===== src/rtl/wall_probe.sv =====
// wall_probe: once per frame, probes the two leading-edge corner tiles of the sprite's
// next 1-px step and holds an opposite-direction bounce request for a fixed number of frames.
module wall_probe #(
  parameter int TILE_SHIFT    = 4,
  parameter int MAP_W         = 40,
  parameter int MAP_H         = 30,
  parameter int SCREEN_W      = 640,
  parameter int SCREEN_H      = 480,
  parameter int BOUNCE_FRAMES = 8
) (
  input  logic        Clk,
  input  logic        Reset,
  input  logic        frame_clk,
  input  logic [9:0]  sprite_xpos,
  input  logic [9:0]  sprite_ypos,
  input  logic [9:0]  sprite_W,
  input  logic [9:0]  sprite_H,
  input  logic        L,
  input  logic        R,
  input  logic        U,
  input  logic        D,
  output logic [10:0] map_addr,
  input  logic        map_rd_data,
  output logic        bnceL,
  output logic        bnceR,
  output logic        bnceU,
  output logic        bnceD,
  output logic        wall_hit,
  output logic        busy
);
  localparam int               CNT_W    = $clog2(BOUNCE_FRAMES + 1);
  localparam logic [CNT_W-1:0] CNT_LOAD = CNT_W'(BOUNCE_FRAMES);
  localparam logic [CNT_W-1:0] CNT_ONE  = CNT_W'(1);
  localparam logic [CNT_W-1:0] CNT_ZERO = CNT_W'(0);
  localparam logic [10:0]      SCR_W    = 11'(SCREEN_W);
  localparam logic [10:0]      SCR_H    = 11'(SCREEN_H);
  localparam logic [10:0]      TILES_W  = 11'(MAP_W);
  localparam logic [10:0]      TILES_H  = 11'(MAP_H);

  typedef enum logic [2:0] {IDLE = 3'd0, P0 = 3'd1, P1 = 3'd2, P2 = 3'd3, DECIDE = 3'd4} state_t;
  typedef enum logic [1:0] {DIR_L = 2'd0, DIR_R = 2'd1, DIR_U = 2'd2, DIR_D = 2'd3} dir_t;

  function automatic logic [10:0] tile_addr(input logic [10:0] px, input logic [10:0] py);
    logic [21:0] a;
    a = 22'(py >> TILE_SHIFT) * 22'(MAP_W) + 22'(px >> TILE_SHIFT);
    return a[10:0];
  endfunction

  // Negative coordinates wrap to large 11-bit values, so one unsigned bound covers both sides.
  function automatic logic off_screen(input logic [10:0] px, input logic [10:0] py);
    return (px >= SCR_W) || (py >= SCR_H) ||
           ((px >> TILE_SHIFT) >= TILES_W) || ((py >> TILE_SHIFT) >= TILES_H);
  endfunction

  state_t           state_r, state_nxt_s;
  dir_t             dir_s, dir_r;
  logic             dir_valid_s;
  logic             frame_clk_delayed_r, frame_edge_r;
  logic [10:0]      x_s, y_s, w_s, h_s;
  logic [10:0]      pt0_x_s, pt0_y_s, pt1_x_s, pt1_y_s;
  logic [10:0]      pt1_x_r, pt1_y_r;
  logic             off0_r, off1_r, hit0_r, hit1_r;
  logic             decide_hit_s;
  logic [CNT_W-1:0] bounce_cnt_r;

  assign x_s = {1'b0, sprite_xpos};
  assign y_s = {1'b0, sprite_ypos};
  assign w_s = {1'b0, sprite_W};
  assign h_s = {1'b0, sprite_H};
  assign decide_hit_s = (state_r == DECIDE) && (hit0_r || hit1_r);

  // Rising-edge detect of the frame strobe.
  always_ff @(posedge Clk) begin
    if (Reset) begin
      frame_clk_delayed_r <= 1'b0;
      frame_edge_r        <= 1'b0;
    end else begin
      frame_clk_delayed_r <= frame_clk;
      frame_edge_r        <= frame_clk & ~frame_clk_delayed_r;
    end
  end

  // Direction priority L > R > U > D and the two probe points for that direction.
  always_comb begin
    dir_s       = DIR_L;
    dir_valid_s = 1'b1;
    if (L) begin
      dir_s = DIR_L;
    end else if (R) begin
      dir_s = DIR_R;
    end else if (U) begin
      dir_s = DIR_U;
    end else if (D) begin
      dir_s = DIR_D;
    end else begin
      dir_valid_s = 1'b0;
    end
    pt0_x_s = x_s;
    pt0_y_s = y_s;
    pt1_x_s = x_s;
    pt1_y_s = y_s;
    case (dir_s)
      DIR_L: begin
        pt0_x_s = x_s - 11'd1;        pt0_y_s = y_s;
        pt1_x_s = x_s - 11'd1;        pt1_y_s = y_s + h_s;
      end
      DIR_R: begin
        pt0_x_s = x_s + w_s + 11'd1;  pt0_y_s = y_s;
        pt1_x_s = x_s + w_s + 11'd1;  pt1_y_s = y_s + h_s;
      end
      DIR_U: begin
        pt0_x_s = x_s;                pt0_y_s = y_s - 11'd1;
        pt1_x_s = x_s + w_s;          pt1_y_s = y_s - 11'd1;
      end
      DIR_D: begin
        pt0_x_s = x_s;                pt0_y_s = y_s + h_s + 11'd1;
        pt1_x_s = x_s + w_s;          pt1_y_s = y_s + h_s + 11'd1;
      end
      default: begin
        pt0_x_s = x_s;
        pt0_y_s = y_s;
      end
    endcase
  end

  // Probe sequencer next-state logic.
  always_comb begin
    state_nxt_s = state_r;
    case (state_r)
      IDLE: begin
        if (frame_edge_r && dir_valid_s) begin
          state_nxt_s = P0;
        end else begin
          state_nxt_s = IDLE;
        end
      end
      P0:      state_nxt_s = P1;
      P1:      state_nxt_s = P2;
      P2:      state_nxt_s = DECIDE;
      DECIDE:  state_nxt_s = IDLE;
      default: state_nxt_s = IDLE;
    endcase
  end

  // State register and busy flag.
  always_ff @(posedge Clk) begin
    if (Reset) begin
      state_r <= IDLE;
      busy    <= 1'b0;
    end else begin
      state_r <= state_nxt_s;
      busy    <= (state_nxt_s != IDLE);
    end
  end

  // Probe datapath: the first address is issued straight from the frame-edge cycle so the
  // ROM data lines up with P1 and P2.
  always_ff @(posedge Clk) begin
    if (Reset) begin
      dir_r    <= DIR_L;
      pt1_x_r  <= 11'd0;
      pt1_y_r  <= 11'd0;
      off0_r   <= 1'b0;
      off1_r   <= 1'b0;
      hit0_r   <= 1'b0;
      hit1_r   <= 1'b0;
      map_addr <= 11'd0;
    end else begin
      case (state_r)
        IDLE: begin
          if (frame_edge_r && dir_valid_s) begin
            dir_r    <= dir_s;
            pt1_x_r  <= pt1_x_s;
            pt1_y_r  <= pt1_y_s;
            off0_r   <= off_screen(pt0_x_s, pt0_y_s);
            off1_r   <= off_screen(pt1_x_s, pt1_y_s);
            map_addr <= tile_addr(pt0_x_s, pt0_y_s);
          end
        end
        P0:      map_addr <= tile_addr(pt1_x_r, pt1_y_r);
        P1:      hit0_r   <= map_rd_data | off0_r;
        P2:      hit1_r   <= map_rd_data | off1_r;
        default: hit0_r   <= hit0_r;
      endcase
    end
  end

  // Bounce hold: a fresh hit reloads the counter even on a frame-edge cycle.
  always_ff @(posedge Clk) begin
    if (Reset) begin
      bounce_cnt_r <= CNT_ZERO;
      bnceL        <= 1'b0;
      bnceR        <= 1'b0;
      bnceU        <= 1'b0;
      bnceD        <= 1'b0;
      wall_hit     <= 1'b0;
    end else begin
      wall_hit <= decide_hit_s;
      if (decide_hit_s) begin
        bounce_cnt_r <= CNT_LOAD;
        bnceL        <= (dir_r == DIR_R);
        bnceR        <= (dir_r == DIR_L);
        bnceU        <= (dir_r == DIR_D);
        bnceD        <= (dir_r == DIR_U);
      end else if (frame_edge_r && (bounce_cnt_r != CNT_ZERO)) begin
        bounce_cnt_r <= bounce_cnt_r - CNT_ONE;
        if (bounce_cnt_r == CNT_ONE) begin
          bnceL <= 1'b0;
          bnceR <= 1'b0;
          bnceU <= 1'b0;
          bnceD <= 1'b0;
        end
      end
    end
  end
endmodule


===== config.mk =====
export PLATFORM = sky130hd
export DESIGN_NAME = wall_probe
export DESIGN_NICKNAME = d
export VERILOG_FILES = /design/src/rtl/wall_probe.sv
export SDC_FILE = /design/constraint.sdc
export NUM_CORES = 1
export LEC_CHECK = 0
export ABC_CLOCK_PERIOD_IN_PS = 5540
export CORE_ASPECT_RATIO = 0.8
export CORE_MARGIN = 2
export CORE_UTILIZATION = 40
export DETAILED_ROUTE_END_ITERATION = 10
export SYNTH_ARGS = -nofsm -noshare
export SYNTH_HDL_FRONTEND = slang
export SYNTH_SLANG_ARGS = --single-unit
export TNS_END_PERCENT = 20

===== constraint.sdc =====
create_clock -name Clk -period 5.54 [get_ports Clk]
set_input_delay 1.385 -clock Clk [delete_from_list [all_inputs] [get_ports Clk]]
set_output_delay 1.385 -clock Clk [all_outputs]
set_load 0.02 [all_outputs]

==> summary.txt <==
Min path
  – Worst Hold Class: reg2reg

Routing
  – DRC violation count after routing: 0
  – Wire length per cell: 15.4 um
  – Number of nets with antenna violations after routing: 0
  – Number of DRC markers after the initial detailed-route iteration: 208
  – Routed wire length: 13400 um
  – Router iterations before antenna repair: 5
  – Vias: 4767
  – DR vias/cell: 5.50

Synth
  – Post-Syn Instances: 595
  – Cell type contributing the most total cell area after synthesis: sky130_fd_sc_hd__dfxtp_1
  – Mapped Area: 0.00471 mm^2
  – Synth cell count leaders: sky130_fd_sc_hd__nor2_1, sky130_fd_sc_hd__ha_1, sky130_fd_sc_hd__nand2_1, sky130_fd_sc_hd__a21oi_1, sky130_fd_sc_hd__dfxtp_1
  – FF+latch count, synth: 46
  – Post-synth top flop: sky130_fd_sc_hd__dfxtp_1
  – Synth area leaders: sky130_fd_sc_hd__dfxtp_1, sky130_fd_sc_hd__ha_1, sky130_fd_sc_hd__xnor2_1, sky130_fd_sc_hd__nor2_1, sky130_fd_sc_hd__a21oi_1
  – Fraction of synthesis flops using an asynchronous set or reset pin: 0
  – Count of warnings emitted by yosys: 0
  – Share of Yosys cell area claimed by the top area cell type: 0.196
  – Number of distinct library cells after synthesis: 78
  – Fraction of the yosys area taken by sequential cells: 0.196
  – Top-count cell post-synth: sky130_fd_sc_hd__nor2_1
  – Number of flops mapped to enable cells by yosys: 0
  – Mean post-synth cell area: 7.91 um^2
  – Total nets after synthesis: 701

Floorplan
  – Die ar.: 0.0127 mm^2
  – Core outline area: 0.0115 mm^2
  – Die width: 125 um
  – Die height: 101 um
  – Effective utilization at floorplan: 0.409
  – Site Rows: 35
  – Io pins: 65

Setup path
  – Launching element type of the critical path: input pin
  – Critical setup path kind: in2reg
  – Critical path data required time: 5.77 ns
  – Maximum fanout along the worst path: 4
  – Critical Path End Type: flip-flop
  – Data arrival time of the critical path: 5.59 ns

Cells and area
  – Syn-to-layout area delta: 34.0%
  – Fraction of layout cells with a size suffix above 1: 0.181
  – Net count of the finished layout: 824
  – Area of the multi-input gates: 0.00374 mm^2
  – Reg area: 921 um^2
  – Final Util: 0.548
  – Filler cell count in the final layout: 1103
  – Final Cell Area: 0.00631 mm^2
  – Number of antenna diodes: 0

STA
  – Final Cycle Share: 0.968
  – Pins Over Slew Limit: 0
  – Slew headroom: 0.477
  – Shortest clock period the worst path allows after layout: 5.36 ns
  – Number of hold violations in the final report: 0
  – # setup viols final: 0
  – Worst-margin pin slew: 0.773 ns
  – Max Clock Skew: 0.00550 ns
  – Timing-limited maximum frequency: 186 MHz

GRT
  – Global-route wire length before repair: 21900 um
  – Vias in the first global route: 4588
  – Total gr overflow: 0
  – Total track usage: 0.209
  – Maximum number of pins on one net before global-route repair: 38
  – Initial antenna violation count: 0

Power
  – Total power per unit cell area: 216 mW/mm^2
  – Gate power share: 0.509
  – Leakage power: 2.68 nW
  – Internal power: 871 uW
  – Portion of total power attributed to sequential cells: 0.272
  – Part of the power in the clock network: 0.219
  – Net switching fraction of the power: 0.362
  – Total net switching power: 494 uW
  – VDD IR-drop max: 0.124 mV

CTS
  – Maximum clock path buffer count: 2
  – CTS Buf Count: 5
  – H-tree lvl count: 2
  – Number of clock sinks seen by CTS: 46
  – Clock-pin slew on the worst setup and hold paths: 0.07 ns
  – Buffer cell driving the clock tree root: sky130_fd_sc_hd__clkbuf_16
  – Hold bufs inserted after CTS: 0
  – CTS tree: built
  – Clock latency at the later pin of the worst-skew pair: 0.29 ns

Placement
  – Detailed-placement wirelength estimate: 10700 um
  – Final weighted congestion in routability-driven placement: 0.916
  – Post-detailed-placement cell area: 0.00600 mm^2
  – IO buf count: 64

Outcome
  – Status: finished, final reports clean

Run
  – Max-cap violations: 0
layout make-up:
| cell class | instances | area share |
|---|---|---|
| flip-flops and latches | 46 | 0.146 |
| multi-input cells | 495 | 0.593 |
| inverters | 34 | 0.0202 |
| repair buffers | 136 | 0.189 |
| well taps | 148 | 0.0294 |
| clock buffers | 6 | 0.0204 |
| clock inverters | 2 | 0.00218 |
final timing paths:
check	from	end	slack, ns	cells after the start
max	sprite_ypos[0]	map_addr[9]	0.18	21
min reg2reg	frame_clk_delayed_r	frame_edge_r	0.38	1
min	frame_clk_delayed_r	frame_edge_r	0.38	1
max reg2reg	state_r[0]	map_addr[1]	2.97	6
kinds of logic (layout without fill, tap and decap cells):
logic type / after synthesis / after routing / share of synthesized area
flip-flops: 46 / 46 / 0.196
AND/OR/NAND/NOR: 214 / 214 / 0.227
XOR/XNOR: 53 / 53 / 0.0986
multiplexers: 2 / 2 / 0.00478
AO/OA/AOI/OAI: 168 / 168 / 0.267
buffers and inverters: 54 / 178 / 0.0436
adder cells (fa/ha/maj): 58 / 58 / 0.164
per-stage QoR:
step / TNS (ns) / cells / power (mW) / hold WS (ns) / setup slack [ns]
floorplan: 0 / 595 / 0.763 / 0.367 / 0.275
global placement: -0.232 / 856 / 1.00 / 0.371 / -0.0787
finish: 0 / 867 / 1.36 / 0.382 / 0.177
CTS: 0 / 864 / 1.32 / 0.381 / 0.0325
detailed placement: -1.01 / 856 / 1.02 / 0.372 / -0.278
global route: -0.127 / 867 / 1.45 / 0.416 / -0.0662
routing by layer:
metal,vias to the layer above,share of wire,track usage
li1,2404,-,-
met1,2224,0.50,0.297
met2,118,0.44,0.339
met3,21,0.041,0.0287
met4,0,0.017,0.0496
met5,-,0,0
power by group through the flow:
stage          Combinational (mW)  Clock (mW)  Sequential, mW
2_1_floorplan               0.376           0           0.387
3_3_place_gp                0.626           0           0.378
3_5_place_dp                0.639           0           0.379
4_1_cts                     0.644       0.303           0.371
5_1_grt                     0.756       0.321           0.374
6_report                    0.694       0.299           0.372
critical path, cell delays in order:
cell and delay [ns]:
sky130_fd_sc_hd__clkdlybuf4s50_1 0.43, sky130_fd_sc_hd__ha_2 0.21, sky130_fd_sc_hd__fa_2 0.37, sky130_fd_sc_hd__a211oi_2 0.22, sky130_fd_sc_hd__buf_4 0.17, sky130_fd_sc_hd__nor4b_1 0.05, sky130_fd_sc_hd__or3b_1 0.42, sky130_fd_sc_hd__buf_4 0.17
sky130_fd_sc_hd__nand4_2 0.13, sky130_fd_sc_hd__xnor2_2 0.13, sky130_fd_sc_hd__a21oi_1 0.11, sky130_fd_sc_hd__ha_1 0.33, sky130_fd_sc_hd__ha_1 0.30, sky130_fd_sc_hd__a21o_1 0.20, sky130_fd_sc_hd__a21oi_2 0.20, sky130_fd_sc_hd__xnor2_2 0.10
sky130_fd_sc_hd__buf_4 0.14, sky130_fd_sc_hd__xnor2_1 0.11, sky130_fd_sc_hd__a211oi_1 0.23, sky130_fd_sc_hd__a21oi_1 0.06, sky130_fd_sc_hd__nor2_1 0.11
flip-flops by register name, indices dropped and copies added, names as in the netlist, 2 cells and up:
name          count
bounce_cnt_r      4
map_addr         11
pt1_y_r           7
state_r           3
pt1_x_r           7
dir_r             2
what timing repair did:
| action | CTS | global route |
|---|---|---|
| endpoints found under the hold margin | 0 | 0 |
| pin swaps | 0 | 16 |
| gates resized for setup | 1 | 26 |
| buffers inserted | 0 | 3 |
| endpoints found under the setup margin | 1 | 5 |
cell usage in the layout (no fill, tap or decap), types with 4 or more instances in the layout:
cell type	n
sky130_fd_sc_hd__nor2_1	71
sky130_fd_sc_hd__buf_4	71
sky130_fd_sc_hd__clkdlybuf4s50_1	64
sky130_fd_sc_hd__nand2_1	49
sky130_fd_sc_hd__ha_1	49
sky130_fd_sc_hd__dfxtp_1	46
sky130_fd_sc_hd__a21oi_1	42
sky130_fd_sc_hd__inv_1	34
sky130_fd_sc_hd__xnor2_1	30
sky130_fd_sc_hd__nor3_1	18
sky130_fd_sc_hd__o21ai_0	15
sky130_fd_sc_hd__xor2_1	15
sky130_fd_sc_hd__a21o_1	12
sky130_fd_sc_hd__a211oi_1	11
sky130_fd_sc_hd__o211ai_1	9
sky130_fd_sc_hd__or3_1	8
sky130_fd_sc_hd__nand3_1	8
sky130_fd_sc_hd__xnor2_2	7
sky130_fd_sc_hd__nand2b_1	6
sky130_fd_sc_hd__a211o_1	6
sky130_fd_sc_hd__nor2b_1	6
sky130_fd_sc_hd__and2_1	5
sky130_fd_sc_hd__o21a_1	5
sky130_fd_sc_hd__o211a_1	5
sky130_fd_sc_hd__o22ai_1	5
sky130_fd_sc_hd__a22oi_1	5
sky130_fd_sc_hd__clkbuf_16	5
sky130_fd_sc_hd__a21oi_2	4
sky130_fd_sc_hd__o21ai_1	4
sky130_fd_sc_hd__nand3b_1	4
sky130_fd_sc_hd__fa_1	4
(Power assumes the default switching activity.)
